--- src/rtl/router_sync_n_if.sv ---
// Handshake/bus bundle between the router FSM, register block, output FIFOs
// and router_sync_n. The slave modport is the synchroniser's view.
interface router_sync_n_if #(
  parameter int NUM_CH = 3,
  parameter int ADDR_W = 2
);
  logic              detect_add;
  logic [ADDR_W-1:0] data_in;
  logic              write_enb_reg;
  logic [NUM_CH-1:0] full;
  logic [NUM_CH-1:0] empty;
  logic [NUM_CH-1:0] read_enb;
  logic              timeout_en;
  logic [NUM_CH-1:0] sticky_clr;
  logic [NUM_CH-1:0] write_enb;
  logic              fifo_full;
  logic [NUM_CH-1:0] vld_out;
  logic [NUM_CH-1:0] soft_reset;
  logic              addr_err;
  logic [NUM_CH-1:0] timeout_sticky;

  modport slave (
    input  detect_add, data_in, write_enb_reg, full, empty, read_enb,
           timeout_en, sticky_clr,
    output write_enb, fifo_full, vld_out, soft_reset, addr_err, timeout_sticky
  );

  modport master (
    output detect_add, data_in, write_enb_reg, full, empty, read_enb,
           timeout_en, sticky_clr,
    input  write_enb, fifo_full, vld_out, soft_reset, addr_err, timeout_sticky
  );
endinterface

--- src/rtl/router_sync_n.sv ---
// Router synchroniser: latches the packet address, steers write enable / full
// to the addressed FIFO, and runs a per-channel watchdog with sticky status.
module router_sync_n #(
  parameter int NUM_CH  = 3,
  parameter int ADDR_W  = 2,
  parameter int TIMEOUT = 30
) (
  input  logic           clock,
  input  logic           resetn,
  router_sync_n_if.slave bus
);

  if (NUM_CH < 1 || NUM_CH > 2**ADDR_W || TIMEOUT < 2) begin : g_param_check
    $error("router_sync_n: illegal NUM_CH/ADDR_W/TIMEOUT combination");
  end

  localparam int CNT_W = $clog2(TIMEOUT);
  localparam logic [CNT_W-1:0] CNT_MAX = CNT_W'(TIMEOUT - 1);

  logic [ADDR_W-1:0] addr_q, addr_d;
  logic              addr_err_q, addr_err_d;
  logic [CNT_W-1:0]  cnt_q [NUM_CH];
  logic [CNT_W-1:0]  cnt_d [NUM_CH];
  logic [NUM_CH-1:0] soft_reset_q, soft_reset_d;
  logic [NUM_CH-1:0] sticky_q, sticky_d;
  logic [NUM_CH-1:0] write_enb;
  logic              fifo_full;

  // NOTE: every always_comb output gets a default first so no path leaves it
  // unassigned, which would otherwise infer a latch.
  always_comb begin
    addr_d     = addr_q;
    addr_err_d = addr_err_q;
    if (bus.detect_add) begin
      addr_d     = bus.data_in;
      addr_err_d = (int'(bus.data_in) >= NUM_CH);
    end
  end

  // Decode uses the registered address, so a header cycle still steers to the
  // previous packet's channel.
  always_comb begin
    write_enb = '0;
    fifo_full = 1'b0;
    for (int i = 0; i < NUM_CH; i++) begin
      if (!addr_err_q && addr_q == ADDR_W'(i)) begin
        write_enb[i] = bus.write_enb_reg;
        fifo_full    = bus.full[i];
      end
    end
  end

  always_comb begin
    soft_reset_d = '0;
    for (int i = 0; i < NUM_CH; i++) begin
      cnt_d[i] = cnt_q[i];
      if (!bus.timeout_en || bus.empty[i] || bus.read_enb[i]) begin
        cnt_d[i] = '0;
      end else if (cnt_q[i] == CNT_MAX) begin
        cnt_d[i]        = '0;
        soft_reset_d[i] = 1'b1;
      end else begin
        cnt_d[i] = cnt_q[i] + 1'b1;
      end
    end
    // Set dominates clear when both land on the same edge.
    sticky_d = (sticky_q & ~bus.sticky_clr) | soft_reset_d;
  end

  // NOTE: sequential state uses non-blocking assignments so every register
  // samples pre-edge values regardless of statement order.
  // NOTE: the watchdog counters are a small register array, not RAM, so they
  // are cleared by the async reset like any other flop.
  always_ff @(posedge clock or negedge resetn) begin
    if (!resetn) begin
      addr_q       <= '0;
      addr_err_q   <= 1'b0;
      soft_reset_q <= '0;
      sticky_q     <= '0;
      for (int i = 0; i < NUM_CH; i++) cnt_q[i] <= '0;
    end else begin
      addr_q       <= addr_d;
      addr_err_q   <= addr_err_d;
      soft_reset_q <= soft_reset_d;
      sticky_q     <= sticky_d;
      for (int i = 0; i < NUM_CH; i++) cnt_q[i] <= cnt_d[i];
    end
  end

  assign bus.write_enb      = write_enb;
  assign bus.fifo_full      = fifo_full;
  assign bus.vld_out        = ~bus.empty;
  assign bus.soft_reset     = soft_reset_q;
  assign bus.addr_err       = addr_err_q;
  assign bus.timeout_sticky = sticky_q;

endmodule

--- src/flat_wrapper.sv ---
// flat-port wrapper written by rule: the top's interface ports become plain ports
module router_sync_n_flat 
#(
  parameter int NUM_CH  = 3,
  parameter int ADDR_W  = 2,
  parameter int TIMEOUT = 30
)
  (clock, resetn, bus_detect_add, bus_data_in, bus_write_enb_reg, bus_full, bus_empty, bus_read_enb, bus_timeout_en, bus_sticky_clr, bus_write_enb, bus_fifo_full, bus_vld_out, bus_soft_reset, bus_addr_err, bus_timeout_sticky);
  router_sync_n_if #(.NUM_CH(NUM_CH), .ADDR_W(ADDR_W)) bus_i ();
  input  logic clock;
  input  logic resetn;
  input wire logic [$bits(bus_i.detect_add)-1:0] bus_detect_add;
  input wire logic [$bits(bus_i.data_in)-1:0] bus_data_in;
  input wire logic [$bits(bus_i.write_enb_reg)-1:0] bus_write_enb_reg;
  input wire logic [$bits(bus_i.full)-1:0] bus_full;
  input wire logic [$bits(bus_i.empty)-1:0] bus_empty;
  input wire logic [$bits(bus_i.read_enb)-1:0] bus_read_enb;
  input wire logic [$bits(bus_i.timeout_en)-1:0] bus_timeout_en;
  input wire logic [$bits(bus_i.sticky_clr)-1:0] bus_sticky_clr;
  output wire logic [$bits(bus_i.write_enb)-1:0] bus_write_enb;
  output wire logic [$bits(bus_i.fifo_full)-1:0] bus_fifo_full;
  output wire logic [$bits(bus_i.vld_out)-1:0] bus_vld_out;
  output wire logic [$bits(bus_i.soft_reset)-1:0] bus_soft_reset;
  output wire logic [$bits(bus_i.addr_err)-1:0] bus_addr_err;
  output wire logic [$bits(bus_i.timeout_sticky)-1:0] bus_timeout_sticky;
  assign bus_i.detect_add = bus_detect_add;
  assign bus_i.data_in = bus_data_in;
  assign bus_i.write_enb_reg = bus_write_enb_reg;
  assign bus_i.full = bus_full;
  assign bus_i.empty = bus_empty;
  assign bus_i.read_enb = bus_read_enb;
  assign bus_i.timeout_en = bus_timeout_en;
  assign bus_i.sticky_clr = bus_sticky_clr;
  assign bus_write_enb = bus_i.write_enb;
  assign bus_fifo_full = bus_i.fifo_full;
  assign bus_vld_out = bus_i.vld_out;
  assign bus_soft_reset = bus_i.soft_reset;
  assign bus_addr_err = bus_i.addr_err;
  assign bus_timeout_sticky = bus_i.timeout_sticky;
  router_sync_n #(.NUM_CH(NUM_CH), .ADDR_W(ADDR_W), .TIMEOUT(TIMEOUT)) u_core (.clock(clock), .resetn(resetn), .bus(bus_i));
endmodule
--- config.mk ---
export PLATFORM = sky130hd
export DESIGN_NAME = router_sync_n_flat
export DESIGN_NICKNAME = d
export VERILOG_FILES = /design/src/rtl/router_sync_n_if.sv /design/src/rtl/router_sync_n.sv /design/src/flat_wrapper.sv
export SDC_FILE = /design/constraint.sdc
export NUM_CORES = 1
export LEC_CHECK = 0
export BUFFER_PORTS_ARGS = -buffer_cell sky130_fd_sc_hd__clkbuf_2
export CAP_MARGIN = 20
export CORE_MARGIN = 2
export CORE_UTILIZATION = 45
export DETAILED_ROUTE_END_ITERATION = 10
export GPL_TIMING_DRIVEN = 0
export PLACE_DENSITY = 0.74
export SYNTH_ARGS = -nofsm -noshare
export SYNTH_HDL_FRONTEND = slang
export SYNTH_SLANG_ARGS = --single-unit
--- constraint.sdc ---
create_clock -name clock -period 1 [get_ports clock]
set_input_delay 0.05 -clock clock [delete_from_list [all_inputs] [get_ports clock]]
set_output_delay 0.05 -clock clock [all_outputs]
set_load 0.05 [all_outputs]
### Word level (Yosys, flattened, before mapping)

Cells that the tools add are included.

| storage, ports and cells | value |
|---|---|
| bits in registers | 24 |
| bits in latches | 0 |
| RAM bits | 0 |
| bits in read-only memories | 0 |
| input bits | 19 |
| output and inout port bits | 14 |
| memories | 0 |

| cells by class | value |
|---|---|
| $add $sub $neg | 3 |
| $mul | 0 |
| div/mod/pow operators | 0 |
| magnitude comparators | 1 |
| eq/ne operators | 5 |
| shift operators | 0 |
| muxes and demuxes | 18 |
| bitwise gates (word level) | 4 |
| reduce and logical (&&, ||, !) cells | 12 |

Operators by type and width:

| kind | number |
|---|---|
| $mux W5 | 6 |
| $add A5 B1 Y5 const B | 3 |
| $eq A5 B5 Y1 const B | 3 |
| $mux W1 | 12 |
| $logic_or A1 B1 Y1 | 6 |
| $not A3 Y3 | 2 |
| $and A3 B3 Y3 | 1 |
| $logic_and A1 B1 Y1 | 3 |
| $or A3 B3 Y3 | 1 |
| $eq A2 B1 Y1 const B | 1 |
| $eq A2 B2 Y1 const B | 1 |
| $ge A2 B2 Y1 const B | 1 |
| $logic_not A1 Y1 | 2 |
| $logic_not A2 Y1 | 1 |

### Longest topological paths before layout

Gate-level depths: netlist of the first run.

| logic depth | value |
|---|---|
| depth in word-level cells | 5 |
| depth in mapped cells | 5 |
| gate-level depth less buffers | 5 |

### Worst setup path before layout of the first run

No wires, ideal clock.

| path | value |
|---|---|
| kind | register to output |
| start | register u_core.addr_err_q, in the netlist u_core.bus.addr_err |
| end | output bus_write_enb[0] |
| arrival | 2.279 ns |
| required time | 0.950 ns |
| slack | -1.329 ns |
| stages on the path, launching flop included | 2 |
| path through | dfrtp_1 nor4b_1 |

| on the way | value |
|---|---|
| longest elaborated chain between the ends | 3 |

Ends and longest elaborated chain:

| element | line | text |
|---|---|---|
| start, declared | router_sync_n.sv:21 | `logic addr_err_q, addr_err_d;` |
| start signal, assigned | router_sync_n.sv:83 | `addr_err_q <= addr_err_d;` |
| $logic_not A1 Y1 | router_sync_n.sv:46 | `if (!addr_err_q && addr_q == ADDR_W'(i)) begin` |
| $logic_and A1 B1 Y1 | router_sync_n.sv:46 |  |
| $mux W1 | router_sync_n.sv:46 |  |
| end, declared | flat_wrapper.sv:20 | `output wire logic [$bits(bus_i.write_enb)-1:0] bus_write_enb;` |

Every way passes these cells.

### Worst setup path after layout of the first run

| path | value |
|---|---|
| start | register u_core.addr_q[1] |
| end | output bus_fifo_full |

| on the way | value |
|---|---|
| longest elaborated chain between the ends | 5 |
| elaborated cells on any way between the ends | 9 |
| classes of those cells | eq/ne: 2; mux: 3; reduce/logical: 4 |

Ends and longest elaborated chain:

| element | line | text |
|---|---|---|
| start, declared | router_sync_n.sv:20 | `logic [ADDR_W-1:0] addr_q, addr_d;` |
| start signal, assigned | router_sync_n.sv:82 | `addr_q <= addr_d;` |
| $logic_not A2 Y1 | router_sync_n.sv:46 |  |
| $logic_and A1 B1 Y1 | router_sync_n.sv:46 |  |
| $mux W1 (2 in a row) | router_sync_n.sv:46 |  |
| $mux W1 * | router_sync_n.sv:46 |  |
| end, declared | flat_wrapper.sv:21 | `output wire logic [$bits(bus_i.fifo_full)-1:0] bus_fifo_full;` |

Every way passes the cells marked *; elsewhere a longest branch is shown, timed or not.

==> qor.csv, run 1 <==
stage,metric,value,unit
run_status,status,"finished, violations left",
run_status,failing checks,setup timing,
sta,Final min period,1455,ps
yosys,Post-Synthesis Cells,96,
die,Die ar.,2919,um^2
clock_tree,clock latency on the worst-skew pair,310,ps
setup_path,CP max stage cell,dfrtp_2,
layout,layout cell share with drive strength beyond 1,0.6438,
power_and_ir_drop,Worst VDD drop,0.9782,mV
clock_tree,H-Tree Level Count,1,
grt,total grt overflow,0,
sta,Final Slew Violations,0,
setup_path,critical path buffer and inverter count,1,
setup_path,worst setup path category,register to output port,
grt,vias in the first global route,986,
placed_design,Post-DP HPWL,1630,um
die,row cnt,18,
sta,RSZ-0062 raised after global routing,yes,
die,initial core utilization,0.4630,
yosys,Yosys warnings,0,
setup_path,Worst Setup End Kind,output port,
grt,initial antenna violation count,0,
detailed_routing,initial DRC count,14,
detailed_routing,vias,971,
yosys,Syn Area/Cell,11.73,um^2
yosys,register area share after synthesis,0.5333,
setup_path,crit path launch,u_core.addr_q[1]$_DFFE_PN0P_,
die,Die Y,54.03,um
clock_tree,TritonCTS clock tree,built,
setup_path,Worst path depth,4,
layout,"commonest non-fill, non-tap cell in the layout",clkbuf_2,
layout,# diodes,0,
setup_path,"Arr. time, crit path",1410,ps
sta,clock skew,1.570,ps
sta,Max Freq,0.6871,GHz
setup_path,Top delay family on crit path,flip-flops,
sta,post-route setup slack,-455.3,ps
sta,Final Hold Fails,0,
grt,largest net degree at the start of global routing,25,
placed_design,Place WS,-223.9,ps
layout,Util after Layout,0.8333,
clock_tree,CTS buffer count,3,
yosys,Mapped Nets,121,
setup_path,CP cell instances,mux2i_1 -> o21a_1 -> nor2_2 -> buf_8,
clock_tree,clk root buf,clkbuf_4,
sta,Worst Tran Pin Value,575.9,ps
die,total I/O pin count,33,
setup_path,Critical R2R Capture,u_core.bus.timeout_sticky[0]$_DFF_PN0_,
grt,GRT Util Overall,0.2210,
power_and_ir_drop,Final Power,0.001944,W
grt,global-route wire length before repair,4422,um
setup_path,reg2reg start,u_core.cnt_q[11]$_DFF_PN0_,
power_and_ir_drop,cell area power density,959.1,nW/um^2
sta,final setup fails,26,
detailed_routing,wire length per cell,15.46,um
detailed_routing,first drt pass iteration count,4,
yosys,"flops & latches, synth",24,
setup_path,crit path max fanout,6,
layout,highest-count cells in the layout ignoring fill and taps,"21 x clkbuf_2, 18 x dfrtp_1, 13 x nor2_2, 13 x dlygate4sd3_1, 10 x buf_4",
run,Max-Cap Viols,0,
yosys,cell area after synthesis,1126,um^2
setup_path,Worst Setup EP,bus_fifo_full,
setup_path,CP required,950,ps
clock_tree,maximum buffer depth of the clock tree,2,
layout,final-stage net count,186,
detailed_routing,post-route ant nets,0,
setup_path,Critical Path Source Type,register,
clock_tree,CTS Sinks,24,
detailed_routing,Post-route DRC,0,
detailed_routing,total wire length,2937,um
die,Die W,54.03,um
die,CORE AREA,2432,um^2
placed_design,Port Buf Inserts,32,
sta,Max-Slew Margin vs Limit,0.6160,
placed_design,gpl congestion,0.7735,
setup_path,Reg2Reg Setup Slack,-250,ps
setup_path,CP peak stage delay,480,ps
clock_tree,Clock transition at path regs,120,ps
detailed_routing,DR vias/cell,5.111,
setup_path,FF-to-FF path depth,5,
min_path,worst min-delay path category,input pin to register,
sta,Final Cycle Share,1.455,
layout,Synth-to-Final Area Change,80.00,%
power_and_ir_drop,leak pwr,0.9323,nW
sta,aggregate negative setup slack,-3978,ps
yosys,unique cell type count in the Yosys netlist,17,
-- routing by layer --
layer / global-route usage / wire, um / vias to the layer above
li1: - / - / 447
met4: 0.1083 / 82 / 0
met2: 0.4065 / 1646 / 41
met5: 0 / 0 / -
met3: 0.05000 / 159 / 11
met1: 0.2353 / 1048 / 472
-- tightest hold or removal path, delay by kind of cell --
| kind | cells | cell delay [ps] |
|---|---|---|
| simple gates | 3 | 220 |
| buf+inv | 1 | 100 |
-- cell type report --
cell class | instances | area, um^2
fillers | 123 | 405.4
clock buffers | 4 | 36.28
flip-flops and latches | 24 | 608.1
repair buffers | 60 | 509.2
multi-input cells | 62 | 798.3
inverters | 10 | 37.54
well taps | 30 | 37.54
-- what timing repair did --
item	4_1_cts	5_1_grt
buffers inserted	12	4
setup endpoints to repair	30	32
gates cloned	0	0
gates resized for setup	48	38
pin swaps	12	16
hold endpoints to repair	33	0
hold buffers	13	0
-- metrics by stage --
| stage | hold WS, ps | cells | instance area [um^2] |
|---|---|---|---|
| after floorplan | -245.6 | 96 | 1190 |
| after detailed placement | 71.64 | 158 | 1388 |
| after global routing | 74.44 | 190 | 2027 |
| final | 73.33 | 190 | 2027 |
| after global placement | 72.36 | 158 | 1388 |
| after CTS | 63.97 | 187 | 1872 |
-- registers in the layout, indices dropped and copies added (netlist names) --
name / count
u_core.addr_q: 2
u_core.bus.addr_err: 1
u_core.bus.soft_reset: 3
u_core.bus.timeout_sticky: 3
u_core.cnt_q: 15
-- Yosys cell counts --
cell type / number / area (um^2)
xnor2_1: 3 / 26.28
ha_1: 6 / 75.07
o21ai_0: 1 / 5.000
mux2_2: 2 / 22.52
nor4b_1: 1 / 8.760
nand4_2: 3 / 37.54
nor4b_4: 3 / 71.32
nand3b_1: 1 / 7.510
o21a_1: 1 / 7.510
dfrtp_1: 24 / 600.6
nor4bb_1: 2 / 20.02
a21o_1: 3 / 22.52
inv_1: 10 / 37.54
mux2i_1: 1 / 10.01
xor2_1: 6 / 52.55
nand3_1: 10 / 50.05
nor2_1: 19 / 71.32
-- where the power goes --
group          total, W  switching, W  internal (W)
clock network  0.000499      0.000277      0.000223
logic          0.000415      0.000208      0.000207
registers       0.00103     0.0000394      0.000990
-- cells by family after synthesis --
| group | after synthesis | synth area share |
|---|---|---|
| mux | 3 | 0.02889 |
| simple gates | 39 | 0.2367 |
| buf+inv | 10 | 0.03334 |
| fa+ha+maj | 6 | 0.06666 |
| xor+xnor | 9 | 0.07000 |
| flops | 24 | 0.5333 |
| compound gates | 5 | 0.03111 |
-- worst min-delay path by stage --
| stage | from | to | depth (start not counted) |
|---|---|---|---|
| after floorplan | resetn | u_core.addr_q[0]$_DFFE_PN0P_ | 0 |
| after CTS | bus_empty[2] | u_core.cnt_q[3]$_DFF_PN0_ | 4 |
| final | bus_empty[2] | u_core.cnt_q[1]$_DFF_PN0_ | 4 |
| after detailed placement | resetn | u_core.cnt_q[10]$_DFF_PN0_ | 1 |
| after global placement | resetn | u_core.cnt_q[10]$_DFF_PN0_ | 1 |
| after global routing | bus_empty[2] | u_core.cnt_q[1]$_DFF_PN0_ | 4 |
Note: power is estimated with default switching activity, not from simulation.
==> inputs of run 2 (changes only) <==
--- a/config.mk
+++ b/config.mk
@@ -7,11 +7,11 @@
 export LEC_CHECK = 0
 export BUFFER_PORTS_ARGS = -buffer_cell sky130_fd_sc_hd__clkbuf_2
 export CAP_MARGIN = 20
+export CORE_ASPECT_RATIO = 2
 export CORE_MARGIN = 2
-export CORE_UTILIZATION = 45
+export CORE_UTILIZATION = 25
 export DETAILED_ROUTE_END_ITERATION = 10
 export GPL_TIMING_DRIVEN = 0
-export PLACE_DENSITY = 0.74
 export SYNTH_ARGS = -nofsm -noshare
 export SYNTH_HDL_FRONTEND = slang
 export SYNTH_SLANG_ARGS = --single-unit
==> qor.csv, run 2 (synthesis results as in run 1) <==
stage,metric,value,unit
run_status,status,"finished, violations left",
run_status,failing checks,setup timing,
grt,initial antenna violation count,0,
placed_design,Port Buf Inserts,32,
die,row cnt,34,
die,Die Y,98.91,um
die,Die W,51.46,um
layout,Non-Filler Instances,203,
grt,vias in the first global route,977,
detailed_routing,first drt pass iteration count,2,
die,CORE AREA,4339,um^2
clock_tree,Clock transition at path regs,80,ps
setup_path,Top delay family on crit path,flip-flops,
detailed_routing,wire length per cell,13.06,um
clock_tree,clock latency on the worst-skew pair,260,ps
layout,Biggest register,u_core.cnt_q,
placed_design,Post-DP HPWL,1792,um
clock_tree,H-Tree Level Count,1,
power_and_ir_drop,Worst VDD drop,0.7007,mV
setup_path,crit path max fanout,5,
clock_tree,TritonCTS clock tree,built,
detailed_routing,vias,892,
layout,final-layout fill cell count,410,
sta,Final Hold Fails,0,
detailed_routing,Post-route DRC,0,
grt,total grt overflow,0,
layout,final-stage net count,175,
setup_path,worst setup path category,register to output port,
sta,clock skew,5.047,ps
sta,Final Slew Violations,0,
layout,max FFs per register,15,
detailed_routing,post-route ant nets,0,
placed_design,placed cell areas,1418,um^2
placed_design,Cells after DPL,182,
detailed_routing,DR vias/cell,4.394,
setup_path,CP max stage cell,dfrtp_2,
power_and_ir_drop,leak pwr,0.8765,nW
layout,highest-count cells in the layout ignoring fill and taps,"27 x clkbuf_2, 19 x dfrtp_1, 11 x nor2_2",
setup_path,CP required,950,ps
placed_design,gpl congestion,0.6784,
min_path,worst min-delay path category,input pin to register,
placed_design,Place WS,-259.4,ps
layout,Layout Cell Area excl Fill,1888,um^2
setup_path,CP cell instances,mux2i_1 -> o21a_1 -> nor2_2 -> buf_8,
sta,final setup fails,26,
clock_tree,CTS Sinks,24,
die,initial core utilization,0.2595,
sta,RSZ-0062 raised after global routing,yes,
layout,# diodes,0,
setup_path,critical path buffer and inverter count,1,
setup_path,Worst Setup End Kind,output port,
sta,Max Freq,0.7048,GHz
sta,Max-Slew Margin vs Limit,0.5983,
die,total I/O pin count,33,
clock_tree,maximum buffer depth of the clock tree,2,
layout,layout cell share with drive strength beyond 1,0.6242,
grt,largest net degree at the start of global routing,25,
grt,global-route wire length before repair,4195,um
die,Die ar.,5089,um^2
sta,Final Cycle Share,1.419,
setup_path,CP peak stage delay,470,ps
layout,"commonest non-fill, non-tap cell in the layout",clkbuf_2,
layout,Synth-to-Final Area Change,67.67,%
sta,post-route setup slack,-418.9,ps
detailed_routing,total wire length,2652,um
clock_tree,CTS buffer count,3,
sta,Final min period,1419,ps
setup_path,"Arr. time, crit path",1370,ps
power_and_ir_drop,cell area power density,1054,nW/um^2
detailed_routing,initial DRC count,15,
clock_tree,clk root buf,clkbuf_8,
run,Max-Cap Viols,0,
setup_path,Critical Path Source Type,register,
sta,Worst Tran Pin Value,602.5,ps
power_and_ir_drop,Final Power,0.001990,W
grt,GRT Util Overall,0.1089,
[run 2: layer usage]
metal	part of all wire	vias up	global-route usage
met1	0.39	431	0.1156
met5	0	-	0
met2	0.55	33	0.2051
li1	-	426	-
met4	0.0049	0	0.03036
met3	0.054	2	0.02424
[run 2: what timing repair did]
action / 4_1_cts / 5_1_grt
hold buffers: 4 / 0
pin swaps: 11 / 13
resized for setup: 46 / 18
endpoints found under the hold margin: 27 / 0
endpoints found under the setup margin: 26 / 27
buffers inserted: 10 / 4
[run 2: cell type report]
type / count / area (um^2) / area share
Timing Repair Buffer: 49 / 381.6 / 0.2021
Multi-Input combinational cell: 62 / 749.5 / 0.3970
Inverter: 10 / 37.54 / 0.01988
Sequential cell: 24 / 606.8 / 0.3214
Tap cell: 54 / 67.56 / 0.03579
Clock buffer: 4 / 45.04 / 0.02386
[run 2: path summary, 6_finish.rpt]
| path | slack (ps) | endpoint | depth (start not counted) | from |
|---|---|---|---|---|
| worst min register to register | 490 | u_core.bus.timeout_sticky[1]$_DFF_PN0_ | 1 | u_core.bus.timeout_sticky[1]$_DFF_PN0_ |
| worst max-delay path | -420 | bus_fifo_full | 4 | u_core.addr_q[1]$_DFFE_PN0P_ |
| max in group asynchronous | 250 | u_core.cnt_q[5]$_DFF_PN0_ | 2 | resetn |
| worst min-delay path | 5 | u_core.bus.addr_err$_DFFE_PN0P_ | 2 | bus_detect_add |
| min in group asynchronous | 320 | u_core.bus.soft_reset[1]$_DFF_PN0_ | 2 | resetn |
| worst max register to register | -230 | u_core.bus.timeout_sticky[2]$_DFF_PN0_ | 5 | u_core.cnt_q[1]$_DFF_PN0_ |
[run 2: through the flow]
| stage | hold slack, ps | setup TNS [ps] | util |
|---|---|---|---|
| after detailed placement | 87.00 | -3036 | 0.3267 |
| after CTS | 8.818 | -3602 | 0.4121 |
| after global placement | 69.73 | -1879 | 0.3267 |
| after global routing | 1.965 | -5627 | 0.4351 |
| after floorplan | -245.6 | -1441 | - |
| final | 4.963 | -4160 | 0.4351 |
[run 2: where the power goes]
part	switching [W]	internal, W
Sequential	0.0000385	0.000990
Clock	0.000295	0.000284
Combinational	0.000203	0.000181
[run 2: worst reg2reg max path, cell delays in order, from the launching register on]
cell and delay, ps:
dfrtp_1 400, inv_1 70, ha_2 180, nand4_4 120, nor4b_4 300, a21o_1 110
==> inputs of run 3 (changes only) <==
--- a/config.mk
+++ b/config.mk
@@ -10,6 +10,7 @@
 export CORE_ASPECT_RATIO = 2
 export CORE_MARGIN = 2
 export CORE_UTILIZATION = 25
+export CTS_BUF_LIST = sky130_fd_sc_hd__clkbuf_8
 export DETAILED_ROUTE_END_ITERATION = 10
 export GPL_TIMING_DRIVEN = 0
 export SYNTH_ARGS = -nofsm -noshare
==> qor.csv, run 3 (synthesis results as in run 1) <==
stage,metric,value,unit
layout,final-layout fill cell count,410,
setup_path,CP peak stage delay,470,ps
detailed_routing,vias,890,
sta,Final Cycle Share,1.419,
grt,total grt overflow,0,
layout,"commonest non-fill, non-tap cell in the layout",clkbuf_2,
layout,# diodes,0,
setup_path,CP max stage cell,dfrtp_2,
setup_path,Worst Setup End Kind,output port,
grt,largest net degree at the start of global routing,25,
sta,aggregate negative setup slack,-4160,ps
grt,initial antenna violation count,0,
die,CORE AREA,4339,um^2
setup_path,Reg2Reg Setup Slack,-230,ps
setup_path,Critical Path Source Type,register,
clock_tree,maximum buffer depth of the clock tree,2,
detailed_routing,max layer used,met4,
detailed_routing,initial DRC count,15,
setup_path,CP required,950,ps
setup_path,worst setup path category,register to output port,
setup_path,Top delay family on crit path,flip-flops,
setup_path,crit path max fanout,5,
grt,GRT Util Overall,0.1089,
clock_tree,TritonCTS clock tree,built,
detailed_routing,DR vias/cell,4.384,
setup_path,critical path buffer and inverter count,1,
sta,clock skew,5.107,ps
placed_design,placed cell areas,1418,um^2
run_status,status,"finished, violations left",
detailed_routing,met3 WL,143,um
layout,Layout Cell Area excl Fill,1888,um^2
die,Die ar.,5089,um^2
clock_tree,CTS Sinks,24,
detailed_routing,Post-route DRC,0,
grt,global-route wire length before repair,4195,um
detailed_routing,wire length per cell,13.07,um
min_path,worst min-delay path category,input pin to register,
layout,Biggest register,u_core.cnt_q,
power_and_ir_drop,leak pwr,0.8807,nW
sta,Final Hold Fails,0,
layout,Synth-to-Final Area Change,67.67,%
sta,Max Freq,0.7047,GHz
detailed_routing,met2 WL post-DR,1468,um
sta,post-route setup slack,-419.0,ps
detailed_routing,post-route ant nets,0,
detailed_routing,total wire length,2654,um
grt,vias in the first global route,977,
die,Die W,51.46,um
placed_design,Post-DP HPWL,1792,um
sta,RSZ-0062 raised after global routing,yes,
clock_tree,H-Tree Level Count,1,
layout,highest-count cells in the layout ignoring fill and taps,"27 x clkbuf_2, 19 x dfrtp_1, 11 x nor2_2",
placed_design,gpl congestion,0.6784,
power_and_ir_drop,Worst VDD drop,0.7010,mV
setup_path,CP cell instances,mux2i_1 -> o21a_1 -> nor2_2 -> buf_8,
clock_tree,Clock transition at path regs,80,ps
layout,max FFs per register,15,
run,Max-Cap Viols,0,
run_status,failing checks,setup timing,
layout,final-stage net count,175,
die,row cnt,34,
clock_tree,clk root buf,clkbuf_8,
die,initial core utilization,0.2595,
sta,Max-Slew Margin vs Limit,0.5976,
sta,Hold WS,4.865,ps
sta,Final min period,1419,ps
clock_tree,clock latency on the worst-skew pair,260,ps
placed_design,Port Buf Inserts,32,
sta,final setup fails,26,
die,Die Y,98.91,um
sta,Worst Tran Pin Value,603.6,ps
clock_tree,CTS buffer count,3,
layout,layout cell share with drive strength beyond 1,0.6242,
detailed_routing,M1 WL,1028,um
layout,Util after Layout,0.4351,
sta,Final Slew Violations,0,
setup_path,"Arr. time, crit path",1370,ps
power_and_ir_drop,cell area power density,1049,nW/um^2
detailed_routing,first drt pass iteration count,2,
die,total I/O pin count,33,
-- run 3: cell count changes in the layout (fill, tap and decap cells not counted) --
cell      change
inv_1         +1
clkbuf_1      -1
-- run 3: worst register-to-register path, stage by stage (launching register included) --
cell and delay (ps):
dfrtp_1 400, inv_1 70, ha_2 180, nand4_4 120, nor4b_4 300, a21o_1 110
-- run 3: final cells by class --
| type | count | area (um^2) | share of cell area |
|---|---|---|---|
| flip-flops and latches | 24 | 606.8 | 0.3214 |
| clock inverters | 1 | 3.754 | 0.001988 |
| multi-input cells | 62 | 749.5 | 0.3970 |
| inverters | 10 | 37.54 | 0.01988 |
| clock buffers | 3 | 41.29 | 0.02187 |
| repair buffers | 49 | 381.6 | 0.2021 |
| well taps | 54 | 67.56 | 0.03579 |
-- run 3: path summary, 6_finish.rpt --
check	startpoint	endpoint	cells after the start
setup / recovery	u_core.addr_q[1]$_DFFE_PN0P_	bus_fifo_full	4
setup reg to reg	u_core.cnt_q[1]$_DFF_PN0_	u_core.bus.timeout_sticky[2]$_DFF_PN0_	5
min in group asynchronous	resetn	u_core.bus.soft_reset[2]$_DFF_PN0_	2
hold reg to reg	u_core.bus.timeout_sticky[1]$_DFF_PN0_	u_core.bus.timeout_sticky[1]$_DFF_PN0_	1
max in group asynchronous	resetn	u_core.cnt_q[5]$_DFF_PN0_	2
hold / removal	bus_detect_add	u_core.bus.addr_err$_DFFE_PN0P_	2
-- run 3: through the flow --
| step | total power, W | setup slack [ps] | instances |
|---|---|---|---|
| floorplan | 0.001202 | -327.4 | 96 |
| global placement | 0.001303 | -186.1 | 182 |
| detailed placement | 0.001313 | -259.4 | 182 |
| CTS | 0.001963 | -398.3 | 200 |
| global route | 0.002090 | -478.1 | 203 |
| finish | 0.001981 | -419.0 | 203 |
-- run 3: metal layers --
layer  GRT usage  up-vias
li1            -      426
met1      0.1156      429
met2      0.2051       33
met3     0.02424        2
met4     0.03036        0
met5           0        -
-- run 3: power by group --
group | switching, W | leakage [nW] | internal [W] | total, W
sequential | 0.0000385 | 0.322 | 0.000990 | 0.00103
combinational | 0.000203 | 0.532 | 0.000181 | 0.000384
clock | 0.000295 | 0.0269 | 0.000274 | 0.000569
-- run 3: repair_timing --
item	in CTS	in global routing
pin swaps	11	13
gates cloned	0	0
endpoints found under the setup margin	26	27
endpoints found under the hold margin	27	0
resized for setup	46	18
setup buffers	10	4
hold buffers	4	0
